## src/rtl/apb_timer_master.sv

```systemverilog
// APB requester for the timer slave: turns a req/gnt/rvalid core interface into
// APB SETUP/ACCESS transfers, with a bounded PREADY wait that aborts hung transfers.
module apb_timer_master #(
  parameter int APB_ADDR_WIDTH = 12,
  parameter int TIMEOUT_CYCLES = 16
) (
  input  logic                      HCLK,
  input  logic                      HRESET,
  input  logic                      req_i,
  input  logic                      we_i,
  input  logic [APB_ADDR_WIDTH-1:0] addr_i,
  input  logic [63:0]               wdata_i,
  output logic                      gnt_o,
  output logic                      rvalid_o,
  output logic [63:0]               rdata_o,
  output logic                      err_o,
  output logic [APB_ADDR_WIDTH-1:0] PADDR,
  output logic [63:0]               PWDATA,
  output logic                      PWRITE,
  output logic                      PSEL,
  output logic                      PENABLE,
  input  logic [63:0]               PRDATA,
  input  logic                      PREADY,
  input  logic                      PSLVERR
);

  // A zero TIMEOUT_CYCLES still needs a one-bit counter to keep the vector legal.
  localparam int CNT_W     = (TIMEOUT_CYCLES > 0) ? $clog2(TIMEOUT_CYCLES + 1) : 1;
  localparam int TO_LAST_I = (TIMEOUT_CYCLES > 0) ? TIMEOUT_CYCLES - 1 : 0;
  localparam logic [CNT_W-1:0] TO_LAST = CNT_W'(TO_LAST_I);

  typedef enum logic [1:0] {
    IDLE,
    SETUP,
    ACCESS
  } state_t;

  state_t           r_state;
  logic [CNT_W-1:0] r_cnt;
  logic             w_idle;
  logic             w_timeout;

  assign w_idle    = (r_state == IDLE);
  assign gnt_o     = req_i & w_idle & ~HRESET;
  // Fires on the Nth consecutive PREADY-low ACCESS cycle; PREADY high takes priority.
  assign w_timeout = (TIMEOUT_CYCLES > 0) && (r_cnt == TO_LAST);

  always_ff @(posedge HCLK) begin
    if (HRESET) begin
      r_state  <= IDLE;
      r_cnt    <= '0;
      PSEL     <= 1'b0;
      PENABLE  <= 1'b0;
      PWRITE   <= 1'b0;
      PADDR    <= '0;
      PWDATA   <= '0;
      rvalid_o <= 1'b0;
      rdata_o  <= '0;
      err_o    <= 1'b0;
    end else begin
      rvalid_o <= 1'b0;
      case (r_state)
        IDLE: begin
          if (gnt_o) begin
            PADDR   <= addr_i;
            PWDATA  <= wdata_i;
            PWRITE  <= we_i;
            PSEL    <= 1'b1;
            PENABLE <= 1'b0;
            r_cnt   <= '0;
            r_state <= SETUP;
          end
        end
        SETUP: begin
          PENABLE <= 1'b1;
          r_state <= ACCESS;
        end
        ACCESS: begin
          if (PREADY) begin
            PSEL     <= 1'b0;
            PENABLE  <= 1'b0;
            rvalid_o <= 1'b1;
            err_o    <= PSLVERR;
            rdata_o  <= PWRITE ? 64'd0 : PRDATA;
            r_state  <= IDLE;
          end else if (w_timeout) begin
            PSEL     <= 1'b0;
            PENABLE  <= 1'b0;
            rvalid_o <= 1'b1;
            err_o    <= 1'b1;
            rdata_o  <= 64'd0;
            r_state  <= IDLE;
          end else if (TIMEOUT_CYCLES > 0) begin
            r_cnt <= r_cnt + CNT_W'(1);
          end
        end
        default: r_state <= IDLE;
      endcase
    end
  end

endmodule

```

## config.mk

```make
export PLATFORM = sky130hd
export DESIGN_NAME = apb_timer_master
export DESIGN_NICKNAME = d
export VERILOG_FILES = /design/src/rtl/apb_timer_master.sv
export SDC_FILE = /design/constraint.sdc
export NUM_CORES = 1
export LEC_CHECK = 0
export ABC_AREA = 1
export BUFFER_PORTS_ARGS = -buffer_cell sky130_fd_sc_hd__buf_2
export CAP_MARGIN = 20
export CORE_MARGIN = 2
export CORE_UTILIZATION = 30
export DETAILED_ROUTE_END_ITERATION = 6
export GPL_TIMING_DRIVEN = 0
export PLACE_DENSITY = 0.66
export SLEW_MARGIN = 10
export SYNTH_ARGS = -nofsm -noshare
export SYNTH_HDL_FRONTEND = slang
export SYNTH_SLANG_ARGS = --single-unit
```

## constraint.sdc

```tcl
create_clock -name HCLK -period 1.55 [get_ports HCLK]
set_input_delay 0.0775 -clock HCLK [delete_from_list [all_inputs] [get_ports HCLK]]
set_output_delay 0.0775 -clock HCLK [all_outputs]
set_load 0.005 [all_outputs]
```

* After elaboration in Yosys (flattened, before gate mapping)
Index checks and enable logic that the tools add are counted.
Storage, ports and cells: bits in registers 152, output and inout port bits 146, logic and storage cells 54
Operators by class: add/sub/neg operators 1, equal/unequal tests 7, mux-type cells 21, bitwise gates (word level) 4, reductions and logical operators 11
Operators with widths (number):
- 64-bit 2-to-1 mux | 3
- 5-bit 2-to-1 mux | 3
- 5-bit one-hot mux with 2 select lines | 1
- 1-bit 2-to-1 mux | 8
- 2-bit 2-to-1 mux | 3
- 2-bit != test (second input constant) | 3
- 2-bit one-hot mux with 3 select lines | 1
- 2-bit AND reduction | 3
- 3-bit AND reduction | 2
- 5-bit by 1-bit adder with 5-bit output (second input constant) | 1
- 5-bit by 4-bit equality test with 1-bit output (second input constant) | 1
- 4-bit AND reduction | 1
- 2-bit nonzero test | 2
- 3-bit != test (second input constant) | 1
- 1-bit one-hot mux with 3 select lines | 1
- 3-bit nonzero test | 1
- 1-bit AND | 2
- 2-bit by 1-bit equality test with 1-bit output (second input constant) | 1
- 2-bit equality test (second input constant) | 1
- 2-bit logical NOT | 1
- 1-bit inverter | 2
- 1-bit one-hot mux with 2 select lines | 1
- 2-bit OR reduction | 1

* Longest topological paths before layout
Gate-level depths: netlist of run 1.
depth after elaboration 5, mapped depth 11

* Worst setup path before layout of run 1
OpenSTA, ideal clock, no wires.
path kind register to register, from reg r_cnt[0], to reg rdata_o[4], library setup time 70 ps, arrival 1584 ps, path slack -104 ps, cell stages (with the launch flop) 12, buffers on the path 2, cells stage by stage dfxtp_1 > ha_1 > nand2_1 > nor2_1 > ha_1 > nor2_1 > inv_1 > nand2_1 > buf_4 > buf_2 > nand2_1 > a21oi_1
Between the ends: cells in the longest elaborated chain, start to end 3
Ends and longest elaborated chain:
- start: declaration | RTL line 39 | logic [CNT_W-1:0] r_cnt;
- start signal: assignment | RTL line 94 | r_cnt <= r_cnt + CNT_W'(1);
- 5-bit by 4-bit equality test with 1-bit output | RTL line 46 | assign w_timeout = (TIMEOUT_CYCLES > 0) && (r_cnt == TO_LAST);
- 2-bit nonzero test (no line)
- 2-bit AND reduction (no line)
- end signal: assignment | RTL line 84 | rdata_o <= PWRITE ? 64'd0 : PRDATA;
- end: declaration | RTL line 15 | output logic [63:0] rdata_o,
No other way between the ends. A chain may end at the register's enable or synchronous reset.

* Final worst setup path of run 1
from reg r_cnt[0], to reg rdata_o[3]
Same word-level chain as after synthesis.

==> results.py, run 1 <==
metrics = {
    "synthesis": {
        "yosysSeqAreaShare_pct": 56.9,
        "post_synth.cell_area_avg_um2": 7.85,
        "netlist_instances": 681,
        "yosys.cell_types.count": 21,
        "yosysWarningCount": 0,
        "post_synth_instance_area_um2": 5350,
        "syn_nets": 829,
        "postSynthRegisterBits": 152,
    },
    "timing": {
        "skew_ns": 0.0107,
        "setup_viol": 41,
        "period_minus_slack_ns": 1.64,
        "max_clock_freq_mhz": 611,
        "actual_transition_at_the_worst_max_transition_pin_ns": 0.684,
        "layout_worst_path_cycle_share_pct": 106,
        "timing.slew.headroom_pct": 54.4,
        "rsz0062_at_grt": "yes",
        "slew_violations": 0,
        "setup_slack_ns": -0.0877,
        "worst_hold_slack_ns": 0.0996,
        "finalHoldViolations": 0,
    },
    "setup_path": {
        "crit_chain": "ha_4 > nand2_4 > nor2_4 > ha_4 > nor2_4 > inv_2 > nand2_2 > buf_8 > buf_12 > buf_12 > nand2_2 > a21oi_1",
        "cp-end-kind": "register",
        "criticalPathCategory": "reg2reg",
        "worst-endpoint-arrival_ns": 1.91,
        "critPathSlowestCell": "sky130_fd_sc_hd__dfxtp_4",
        "kind_of_start_point_of_the_critical_path": "register",
        "critical_path_peak_fanout": 6,
        "timing.critical_path.required_ns": 1.83,
        "setup.reg_to_reg.worst_slack_ns": -0.09,
        "timing.critical_path.slowest_cell_delay_ns": 0.36,
    },
    "drt": {
        "detail_route.vias_per_cell": 4.57,
        "dr.pass1.iters": 4,
        "antenna_violating_nets_left": 0,
        "routed-via-count": 6344,
        "detail_route.drc_violations": 0,
        "avgRoutedWirePerCell_um": 14.9,
        "drt_iter0_markers": 173,
        "route.final.wire_length_um": 20700,
    },
    "placement": {
        "buffer_ports.inserted": 290,
        "gpl.final_weighted_congestion": 0.762,
        "dp.final_hpwl_um": 13200,
        "dp.cells": 1196,
        "preCtsSetupSlack_ns": -0.252,
    },
    "global_routing": {
        "maximum_number_of_pins_on_one_net_before_global_route_repair": 17,
        "grt_antenna_before_repair": 0,
        "grt_usage_pct": 20.9,
        "gr-usage-met1_pct": 21.7,
        "vias_in_the_first_global_route": 6153,
        "grt_use_met2_pct": 38.4,
        "gr-total-overflow": 0,
        "grt_util_met3_pct": 7.95,
        "busiest_layer_in_global_routing": "met2",
        "grt_pass1_wl_um": 30400,
    },
    "floorplan": {
        "core_area_um2": 17400,
        "die_w_um": 137,
        "floorplan.rows": 48,
        "floorplan.initialDensity_pct": 30.8,
        "top_level_ports": 292,
        "dieHeight_um": 137,
        "die-area_um2": 18900,
    },
    "hold_path": {
        "worst_hold_path_type": "in2reg",
    },
    "cells_and_area": {
        "final_net_count": 1298,
        "area_growth_syn_to_layout_pct": 78.0,
        "post_route_cells_drive_above_1_share_pct": 36.2,
        "fill_cells": 1576,
        "diodes": 0,
        "register_area_um2": 3050,
        "layoutNonFillerInstCount": 1388,
        "multiInputGateArea_um2": 2230,
    },
    "pwr": {
        "power.density_cell_area_nw_per_um2": 980,
        "p_leak_uw": 0.00436,
        "vdd_ir_drop_max_mv": 0.728,
    },
    "clocking": {
        "ctsRootBufferMaster": "sky130_fd_sc_hd__clkbuf_16",
        "tritoncts": "yes",
        "cts_buffers": 17,
        "clock_tree.buffer_depth": 2,
        "clock_sinks": 152,
        "clk_pin_slew_worst_paths_ns": 0.06,
        "clock_insertion_delay_worst_skew_ns": 0.42,
        "htree_levels": 4,
    },
    "run": {
        "maxCapViolations": 0,
    },
    "status": {
        "run_status": "finished with violations",
        "failed_checks": "negative setup slack",
    },
}
[metrics by stage]
step | total power [uW] | utilization (%) | setup TNS (ns) | cell area (um^2)
floorplan | 4680 | - | 0 | 5380
global placement | 5200 | 41.0 | -17.27 | 7120
detailed placement | 5210 | 41.0 | -14.59 | 7120
CTS | 9380 | 53.9 | -2.66 | 9360
global route | 9740 | 54.8 | -6.54 | 9520
finish | 9330 | 54.8 | -1.14 | 9520
[critical path: cells and delay by family (launching register included)]
| kind | cells | cell delay, ns |
|---|---|---|
| flip-flops | 1 | 0.36 |
| buffers and inverters | 4 | 0.47 |
| adder cells (fa/ha/maj) | 2 | 0.30 |
| AO/OA/AOI/OAI | 1 | 0.05 |
| AND/OR/NAND/NOR | 5 | 0.32 |
[repair_timing]
item | CTS | global route
endpoints found under the setup margin | 79 | 134
setup buffers | 15 | 4
endpoints found under the hold margin | 142 | 0
pin swaps | 18 | 13
hold buffers | 142 | 0
cloned | 2 | 0
resized for setup | 41 | 51
[cell usage in the layout (no fill, tap or decap), types with 2 or more instances in the layout]
master                          netlist  routed
sky130_fd_sc_hd__buf_2                9     293
sky130_fd_sc_hd__nand2_1            260     240
sky130_fd_sc_hd__dfxtp_1            152     150
sky130_fd_sc_hd__dlygate4sd3_1        0     142
sky130_fd_sc_hd__a21oi_1            130     111
sky130_fd_sc_hd__nor2_1              42      39
sky130_fd_sc_hd__clkbuf_1            27      21
sky130_fd_sc_hd__a21oi_2              0      19
sky130_fd_sc_hd__o21ai_0             21      19
sky130_fd_sc_hd__clkbuf_16            0      17
sky130_fd_sc_hd__buf_4                4      16
sky130_fd_sc_hd__nand2_2              2      14
sky130_fd_sc_hd__buf_6                6      13
sky130_fd_sc_hd__inv_1               12      10
sky130_fd_sc_hd__nand2_4              0       8
sky130_fd_sc_hd__clkinvlp_4           0       7
sky130_fd_sc_hd__nor2_4               0       4
sky130_fd_sc_hd__nand3_1              4       4
sky130_fd_sc_hd__inv_2                2       4
sky130_fd_sc_hd__clkbuf_2             0       4
sky130_fd_sc_hd__buf_12               0       3
sky130_fd_sc_hd__inv_6                0       3
sky130_fd_sc_hd__buf_8                0       2
sky130_fd_sc_hd__clkbuf_4             0       2
sky130_fd_sc_hd__clkbuf_8             0       2
sky130_fd_sc_hd__nor3_1               2       2
sky130_fd_sc_hd__ha_4                 0       2
sky130_fd_sc_hd__clkinv_2             0       2
[metal layers]
layer	share of wire [%]	up-vias
met2	50	266
li1	-	3124
met5	0	-
met1	39	2922
met3	9.2	32
met4	2.3	0
[final timing paths]
check                                 start          end  depth (start not counted)
worst min-delay path                  req_i   r_state[0]                          3
worst max register to register     r_cnt[0]   rdata_o[3]                         12
worst max-delay path               r_cnt[0]   rdata_o[3]                         12
worst min register to register  rdata_o[40]  rdata_o[40]                          2
[logic make-up after synthesis]
family                   count (synthesis)  synth area share [%]
AND/OR/NAND/NOR                        314                  22.7
AO/OA/AOI/OAI                          153                  14.4
flip-flops                             152                  56.9
buffers and inverters                   60                  5.55
adder cells (fa/ha/maj)                  2                 0.468
[synth_stat cells]
library cell | instances | area (um^2)
sky130_fd_sc_hd__nand2_2 | 2 | 12.5
sky130_fd_sc_hd__o21bai_1 | 1 | 7.51
sky130_fd_sc_hd__inv_1 | 12 | 45.0
sky130_fd_sc_hd__nor3_4 | 1 | 16.3
sky130_fd_sc_hd__ha_1 | 2 | 25.0
sky130_fd_sc_hd__clkbuf_1 | 27 | 101
sky130_fd_sc_hd__buf_6 | 6 | 67.6
sky130_fd_sc_hd__nor2_2 | 1 | 6.26
sky130_fd_sc_hd__buf_2 | 9 | 45.0
sky130_fd_sc_hd__nand3_1 | 4 | 20.0
sky130_fd_sc_hd__or2_2 | 1 | 6.26
sky130_fd_sc_hd__nor3_1 | 2 | 10.0
sky130_fd_sc_hd__nand2_1 | 260 | 976
sky130_fd_sc_hd__a21oi_1 | 130 | 651
sky130_fd_sc_hd__dfxtp_1 | 152 | 3040
sky130_fd_sc_hd__inv_2 | 2 | 7.51
sky130_fd_sc_hd__buf_4 | 4 | 30.0
sky130_fd_sc_hd__o211ai_1 | 1 | 7.51
sky130_fd_sc_hd__nand4_1 | 1 | 6.26
sky130_fd_sc_hd__o21ai_0 | 21 | 105
sky130_fd_sc_hd__nor2_1 | 42 | 158
[layout make-up]
class | instances | share of cell area, %
buffer | 46 | 3.40
tap | 225 | 2.96
timing repair buffer | 450 | 32.0
multi-input combinational | 469 | 23.4
clock inverter | 13 | 1.03
sequential | 152 | 32.0
inverter | 14 | 0.552
clock buffer | 19 | 4.65
[flip-flops by register name, summed over array words and instances (netlist names)]
signal / count
PADDR: 12
PENABLE: 1
PSEL: 1
PWDATA: 64
PWRITE: 1
err_o: 1
r_cnt: 5
r_state: 2
rdata_o: 64
rvalid_o: 1
[power breakdown]
part           leakage, uW  internal [uW]  switching (uW)
logic              0.00287            684             626
registers          0.00124           4090            99.1
clock network     0.000244           2100            1740
Power figures use the tool's default switching activity.
==> run 2, diff against run 1 <==
--- a/config.mk
+++ b/config.mk
@@ -6,13 +6,13 @@
 export NUM_CORES = 1
 export LEC_CHECK = 0
 export ABC_AREA = 1
-export BUFFER_PORTS_ARGS = -buffer_cell sky130_fd_sc_hd__buf_2
 export CAP_MARGIN = 20
 export CORE_MARGIN = 2
 export CORE_UTILIZATION = 30
 export DETAILED_ROUTE_END_ITERATION = 6
+export DONT_BUFFER_PORTS = 1
 export GPL_TIMING_DRIVEN = 0
-export PLACE_DENSITY = 0.66
+export PLACE_DENSITY = 0.51
 export SLEW_MARGIN = 10
 export SYNTH_ARGS = -nofsm -noshare
 export SYNTH_HDL_FRONTEND = slang
==> results.py, run 2 (same netlist as run 1, synthesis figures left out) <==
metrics = {
    "floorplan": {
        "floorplan.initialDensity_pct": 30.8,
        "floorplan.rows": 48,
        "die_w_um": 137,
        "core_area_um2": 17400,
        "die-area_um2": 18900,
        "top_level_ports": 292,
        "dieHeight_um": 137,
    },
    "global_routing": {
        "gr-usage-met1_pct": 19.1,
        "maximum_number_of_pins_on_one_net_before_global_route_repair": 17,
        "grt_util_met3_pct": 6.48,
        "vias_in_the_first_global_route": 5232,
        "grt_pass1_wl_um": 26200,
        "grt_antenna_before_repair": 0,
        "grt_use_met2_pct": 32.4,
        "grt_usage_pct": 18.1,
        "gr-total-overflow": 0,
        "busiest_layer_in_global_routing": "met2",
    },
    "placement": {
        "dp.cells": 906,
        "placed_cell_area_um2": 5660,
        "dp.final_hpwl_um": 12300,
        "gpl.final_weighted_congestion": 0.790,
        "preCtsSetupSlack_ns": -0.303,
        "buffer_ports.inserted": 0,
    },
    "drt": {
        "avgRoutedWirePerCell_um": 17.0,
        "route.final.wire_length_um": 18700,
        "drt_iter0_markers": 163,
        "dr.pass1.iters": 4,
        "detail_route.vias_per_cell": 4.81,
        "antenna_violating_nets_left": 0,
        "detail_route.drc_violations": 0,
        "routed-via-count": 5295,
    },
    "setup_path": {
        "path_delay_family": "simple AND/OR/NAND/NOR gates",
        "worst-endpoint-arrival_ns": 2.03,
        "critPathSlowestCell": "sky130_fd_sc_hd__dfxtp_4",
        "timing.critical_path.required_ns": 1.88,
        "cell_repeated_most_along_the_worst_path": "sky130_fd_sc_hd__nand2_2",
        "timing.critical_path.buf_inv": 3,
        "criticalPathCategory": "reg2reg",
        "critical_path_peak_fanout": 6,
        "kind_of_start_point_of_the_critical_path": "register",
        "timing.critical_path.slowest_cell_delay_ns": 0.35,
        "cp-end-kind": "register",
        "crit_chain": "ha_4 > nand2_2 > nor2_2 > ha_2 > nor2_4 > inv_2 > nand2_4 > buf_12 > clkbuf_16 > nand2_2 > a21oi_1",
    },
    "timing": {
        "skew_ns": 0.00771,
        "period_minus_slack_ns": 1.70,
        "actual_transition_at_the_worst_max_transition_pin_ns": 0.732,
        "setup_viol": 69,
        "setup_slack_ns": -0.152,
        "worst_hold_slack_ns": 0.0255,
        "rsz0062_at_grt": "yes",
        "timing.slew.headroom_pct": 51.2,
        "slew_violations": 0,
        "max_clock_freq_mhz": 588,
        "layout_worst_path_cycle_share_pct": 110,
        "finalHoldViolations": 0,
    },
    "run": {
        "maxCapViolations": 0,
    },
    "clocking": {
        "clk_pin_slew_worst_paths_ns": 0.07,
        "clock_insertion_delay_worst_skew_ns": 0.42,
        "clock_tree.buffer_depth": 2,
        "htree_levels": 4,
        "tritoncts": "yes",
        "ctsRootBufferMaster": "sky130_fd_sc_hd__clkbuf_16",
        "cts_buffers": 17,
        "clock_sinks": 152,
    },
    "pwr": {
        "power.density_cell_area_nw_per_um2": 1100,
        "p_total_uw": 9260,
        "p_leak_uw": 0.00313,
        "vdd_ir_drop_max_mv": 0.712,
    },
    "cells_and_area": {
        "diodes": 0,
        "biggestRegsByFlops": "PWDATA x64, rdata_o x64, PADDR x12",
        "post_route_cells_drive_above_1_share_pct": 20.0,
        "layout_common_cells": "sky130_fd_sc_hd__nand2_1, sky130_fd_sc_hd__dfxtp_1, sky130_fd_sc_hd__dlygate4sd3_1, sky130_fd_sc_hd__a21oi_1, sky130_fd_sc_hd__nor2_1",
        "fill_cells": 1574,
        "layoutNonFillerInstCount": 1101,
        "area_growth_syn_to_layout_pct": 56.9,
        "final_net_count": 1011,
        "layout.cells.most_common": "sky130_fd_sc_hd__nand2_1",
        "final_area_um2": 8390,
    },
    "status": {
        "run_status": "finished with violations",
        "failed_checks": "negative setup slack",
    },
    "hold_path": {
        "worst_hold_path_type": "in2reg",
    },
}
run 2: worst register-to-register path, delay by kind of cell (launching register included):
kind | cells | cell delay (ns)
AND/OR/NAND/NOR | 5 | 0.38
buffers and inverters | 3 | 0.37
adder cells (fa/ha/maj) | 2 | 0.35
AO/OA/AOI/OAI | 1 | 0.16
flip-flops | 1 | 0.35
run 2: metrics by stage:
| step | setup TNS (ns) | util (%) |
|---|---|---|
| after global placement | -12.68 | 32.6 |
| after detailed placement | -18.38 | 32.6 |
| after floorplan | 0 | - |
| after global routing | -12.31 | 48.3 |
| final | -6.35 | 48.3 |
| after CTS | -2.00 | 46.3 |
run 2: layer usage:
layer | up-vias | part of all wire [%] | wire length, um
li1 | 2551 | - | -
met1 | 2468 | 39 | 7220
met5 | - | 0 | 0
met4 | 0 | 2.2 | 416
met3 | 33 | 8.9 | 1670
met2 | 243 | 50 | 9430
run 2: power breakdown:
group	total (uW)	internal (uW)	switching (uW)	leakage, uW
registers	4260	4090	171	0.00124
logic	951	477	474	0.00161
clock network	4050	2180	1870	0.000285
total	9260	6740	2520	0.00313
run 2: what timing repair did:
| item | in CTS | in global routing |
|---|---|---|
| endpoints found under the setup margin | 105 | 114 |
| endpoints found under the hold margin | 144 | 0 |
| cloned | 2 | 4 |
| pin swaps | 22 | 23 |
| buffers inserted | 11 | 3 |
| gates resized for setup | 67 | 77 |
| hold buffers | 144 | 0 |
run 2: area by class of cell:
type                       count  area, um^2  area share (%)
buffer                        45         314            3.74
clock buffer                  18         439            5.23
clock inverter                14         129            1.54
inverter                      14        52.6           0.626
multi-input combinational    469        2390            28.5
sequential                   152        3050            36.3
tap                          225         282            3.36
timing repair buffer         164        1730            20.7
run 2: final timing paths:
kind                                from          end  slack [ns]  cells past startpoint
worst max-delay path            r_cnt[0]  rdata_o[48]       -0.15                     11
worst min-delay path              PREADY      PENABLE        0.03                      5
worst min register to register  r_cnt[4]     r_cnt[4]        0.47                      2
worst max register to register  r_cnt[0]  rdata_o[48]       -0.15                     11
==> run 3, diff against run 2 <==
==> constraint.sdc (replaced) <==
create_clock -name HCLK -period 1.55 [get_ports HCLK]
set_input_delay 0.31 -clock HCLK [delete_from_list [all_inputs] [get_ports HCLK]]
set_output_delay 0.31 -clock HCLK [all_outputs]
set_load 0.005 [all_outputs]
==> results.py, run 3 (same netlist as run 1, synthesis figures left out) <==
metrics = {
    "status": {
        "run_status": "finished with violations",
        "failed_checks": "negative setup slack",
    },
    "timing": {
        "rsz0062_at_grt": "yes",
        "finalHoldViolations": 0,
        "max_clock_freq_mhz": 606,
        "timing.slew.headroom_pct": 50.5,
        "layout_worst_path_cycle_share_pct": 106,
        "setup_slack_ns": -0.101,
        "slew_violations": 0,
        "skew_ns": 0.00567,
        "period_minus_slack_ns": 1.65,
        "setup_viol": 69,
        "actual_transition_at_the_worst_max_transition_pin_ns": 0.742,
    },
    "cells_and_area": {
        "post_route_cells_drive_above_1_share_pct": 24.1,
        "layoutNonFillerInstCount": 954,
        "area_growth_syn_to_layout_pct": 30.1,
        "post-route-util_pct": 40.1,
        "diodes": 0,
        "final_net_count": 864,
        "layout.cells.most_common": "sky130_fd_sc_hd__nand2_1",
        "layout_common_cells": "sky130_fd_sc_hd__nand2_1, sky130_fd_sc_hd__dfxtp_1, sky130_fd_sc_hd__a21oi_1, sky130_fd_sc_hd__a21oi_2, sky130_fd_sc_hd__nor2_1",
        "biggestRegsByFlops": "PWDATA x64, rdata_o x64, PADDR x12",
    },
    "setup_path": {
        "kind_of_start_point_of_the_critical_path": "register",
        "worst_r2r_startpoint": "r_cnt[0]",
        "rr_endpoint": "rdata_o[40]",
        "criticalPathCategory": "reg2reg",
        "r2r.worst_path.cells": 11,
        "timing.critical_path.from": "r_cnt[0]",
        "worst-endpoint-arrival_ns": 1.99,
        "critical_path_peak_fanout": 10,
        "setup.reg_to_reg.worst_slack_ns": -0.10,
        "cp-end-kind": "register",
        "worstSetupEndpoint": "rdata_o[40]",
        "timing.critical_path.required_ns": 1.89,
    },
    "clocking": {
        "clock_tree.buffer_depth": 2,
        "ctsRootBufferMaster": "sky130_fd_sc_hd__clkbuf_16",
        "cts_buffers": 17,
        "clock_insertion_delay_worst_skew_ns": 0.42,
        "tritoncts": "yes",
        "clk_pin_slew_worst_paths_ns": 0.07,
        "clock_sinks": 152,
        "htree_levels": 4,
    },
    "drt": {
        "dr.pass1.iters": 4,
        "routed-via-count": 4679,
        "avgRoutedWirePerCell_um": 17.8,
        "detail_route.drc_violations": 0,
        "route.final.wire_length_um": 16900,
        "antenna_violating_nets_left": 0,
        "detail_route.vias_per_cell": 4.90,
        "drt_iter0_markers": 133,
    },
    "pwr": {
        "vdd_ir_drop_max_mv": 0.711,
        "p_leak_uw": 0.00251,
        "power.density_cell_area_nw_per_um2": 1280,
    },
    "global_routing": {
        "grt_usage_pct": 16.8,
        "gr-usage-met1_pct": 17.8,
        "grt_antenna_before_repair": 0,
        "gr-total-overflow": 0,
        "busiest_layer_in_global_routing": "met2",
        "grt_use_met2_pct": 28.9,
        "grt_util_met3_pct": 8.09,
        "vias_in_the_first_global_route": 4560,
        "grt_pass1_wl_um": 24000,
        "maximum_number_of_pins_on_one_net_before_global_route_repair": 17,
    },
    "hold_path": {
        "worst_hold_path_type": "in2reg",
    },
    "placement": {
        "gpl.final_weighted_congestion": 0.790,
        "dp.final_hpwl_um": 12300,
        "dp.cells": 906,
        "buffer_ports.inserted": 0,
        "preCtsSetupSlack_ns": -0.412,
    },
    "run": {
        "maxCapViolations": 0,
    },
    "floorplan": {
        "floorplan.initialDensity_pct": 30.8,
        "dieHeight_um": 137,
        "core_area_um2": 17400,
        "die-area_um2": 18900,
        "top_level_ports": 292,
        "die_w_um": 137,
        "floorplan.rows": 48,
    },
}
## run 3: cell count changes in the layout (fill, tap and decap cells not counted), sizes merged
cell	previous run	this run
clkbuf	48	46
dlygate4sd3	144	0
buf	35	34
## run 3: worst max-delay path, cell delays in order (launching register included)
cell                      delay (ns)
sky130_fd_sc_hd__dfxtp_4        0.36
sky130_fd_sc_hd__ha_4           0.16
sky130_fd_sc_hd__nand2_2        0.08
sky130_fd_sc_hd__nor2_2         0.04
sky130_fd_sc_hd__ha_2           0.19
sky130_fd_sc_hd__nor2_4         0.11
sky130_fd_sc_hd__inv_2          0.06
sky130_fd_sc_hd__nand2_4        0.10
sky130_fd_sc_hd__buf_12         0.15
sky130_fd_sc_hd__buf_8          0.13
sky130_fd_sc_hd__nand2_1        0.07
sky130_fd_sc_hd__a21oi_2        0.13
## run 3: through the flow
stage | hold WS, ns | instance area [um^2] | power [uW] | setup TNS [ns]
6_report | 0.0271 | 6960 | 8920 | -4.79
5_1_grt | 0.00591 | 6960 | 9300 | -10.45
4_1_cts | 0.00316 | 6600 | 8980 | -2.00
3_5_place_dp | 0.456 | 5660 | 4880 | -34.73
3_3_place_gp | 0.449 | 5660 | 4860 | -28.82
2_1_floorplan | 0.439 | 5380 | 4680 | 0
## run 3: layer usage
metal	part of all wire, %	vias to the layer above
met1	37	2169
met2	49	234
li1	-	2252
met3	12	24
met5	0	-
met4	1.6	0
## run 3: worst min path at each step
stage	startpoint	to	slack (ns)	depth (start not counted)
after floorplan	r_cnt[4]	r_cnt[4]	0.44	2
after global placement	wdata_i[21]	PWDATA[21]	0.45	2
after detailed placement	wdata_i[21]	PWDATA[21]	0.46	2
after CTS	wdata_i[28]	PWDATA[28]	0.003	2
after global routing	wdata_i[46]	PWDATA[46]	0.006	2
final	wdata_i[16]	PWDATA[16]	0.03	2
## run 3: report_power, final
| part | switching, uW | internal (uW) | leakage (uW) |
|---|---|---|---|
| logic | 407 | 236 | 0.000985 |
| clock network | 1840 | 2180 | 0.000285 |
| registers | 170 | 4090 | 0.00124 |
## run 3: layout make-up
cell class | instances | area, um^2
fillers | 1732 | 10400
flip-flops and latches | 152 | 3050
multi-input cells | 469 | 2450
clock buffers | 18 | 439
plain buffers | 46 | 335
well taps | 225 | 282
repair buffers | 16 | 219
clock inverters | 14 | 129
inverters | 14 | 55.1
## run 3: repair_timing
item | in CTS | in global routing
endpoints found under the hold margin | 0 | 0
pin swaps | 22 | 27
hold buffers | 0 | 0
gates cloned | 2 | 2
setup endpoints to repair | 106 | 114
buffers inserted | 11 | 1
resized for setup | 69 | 88
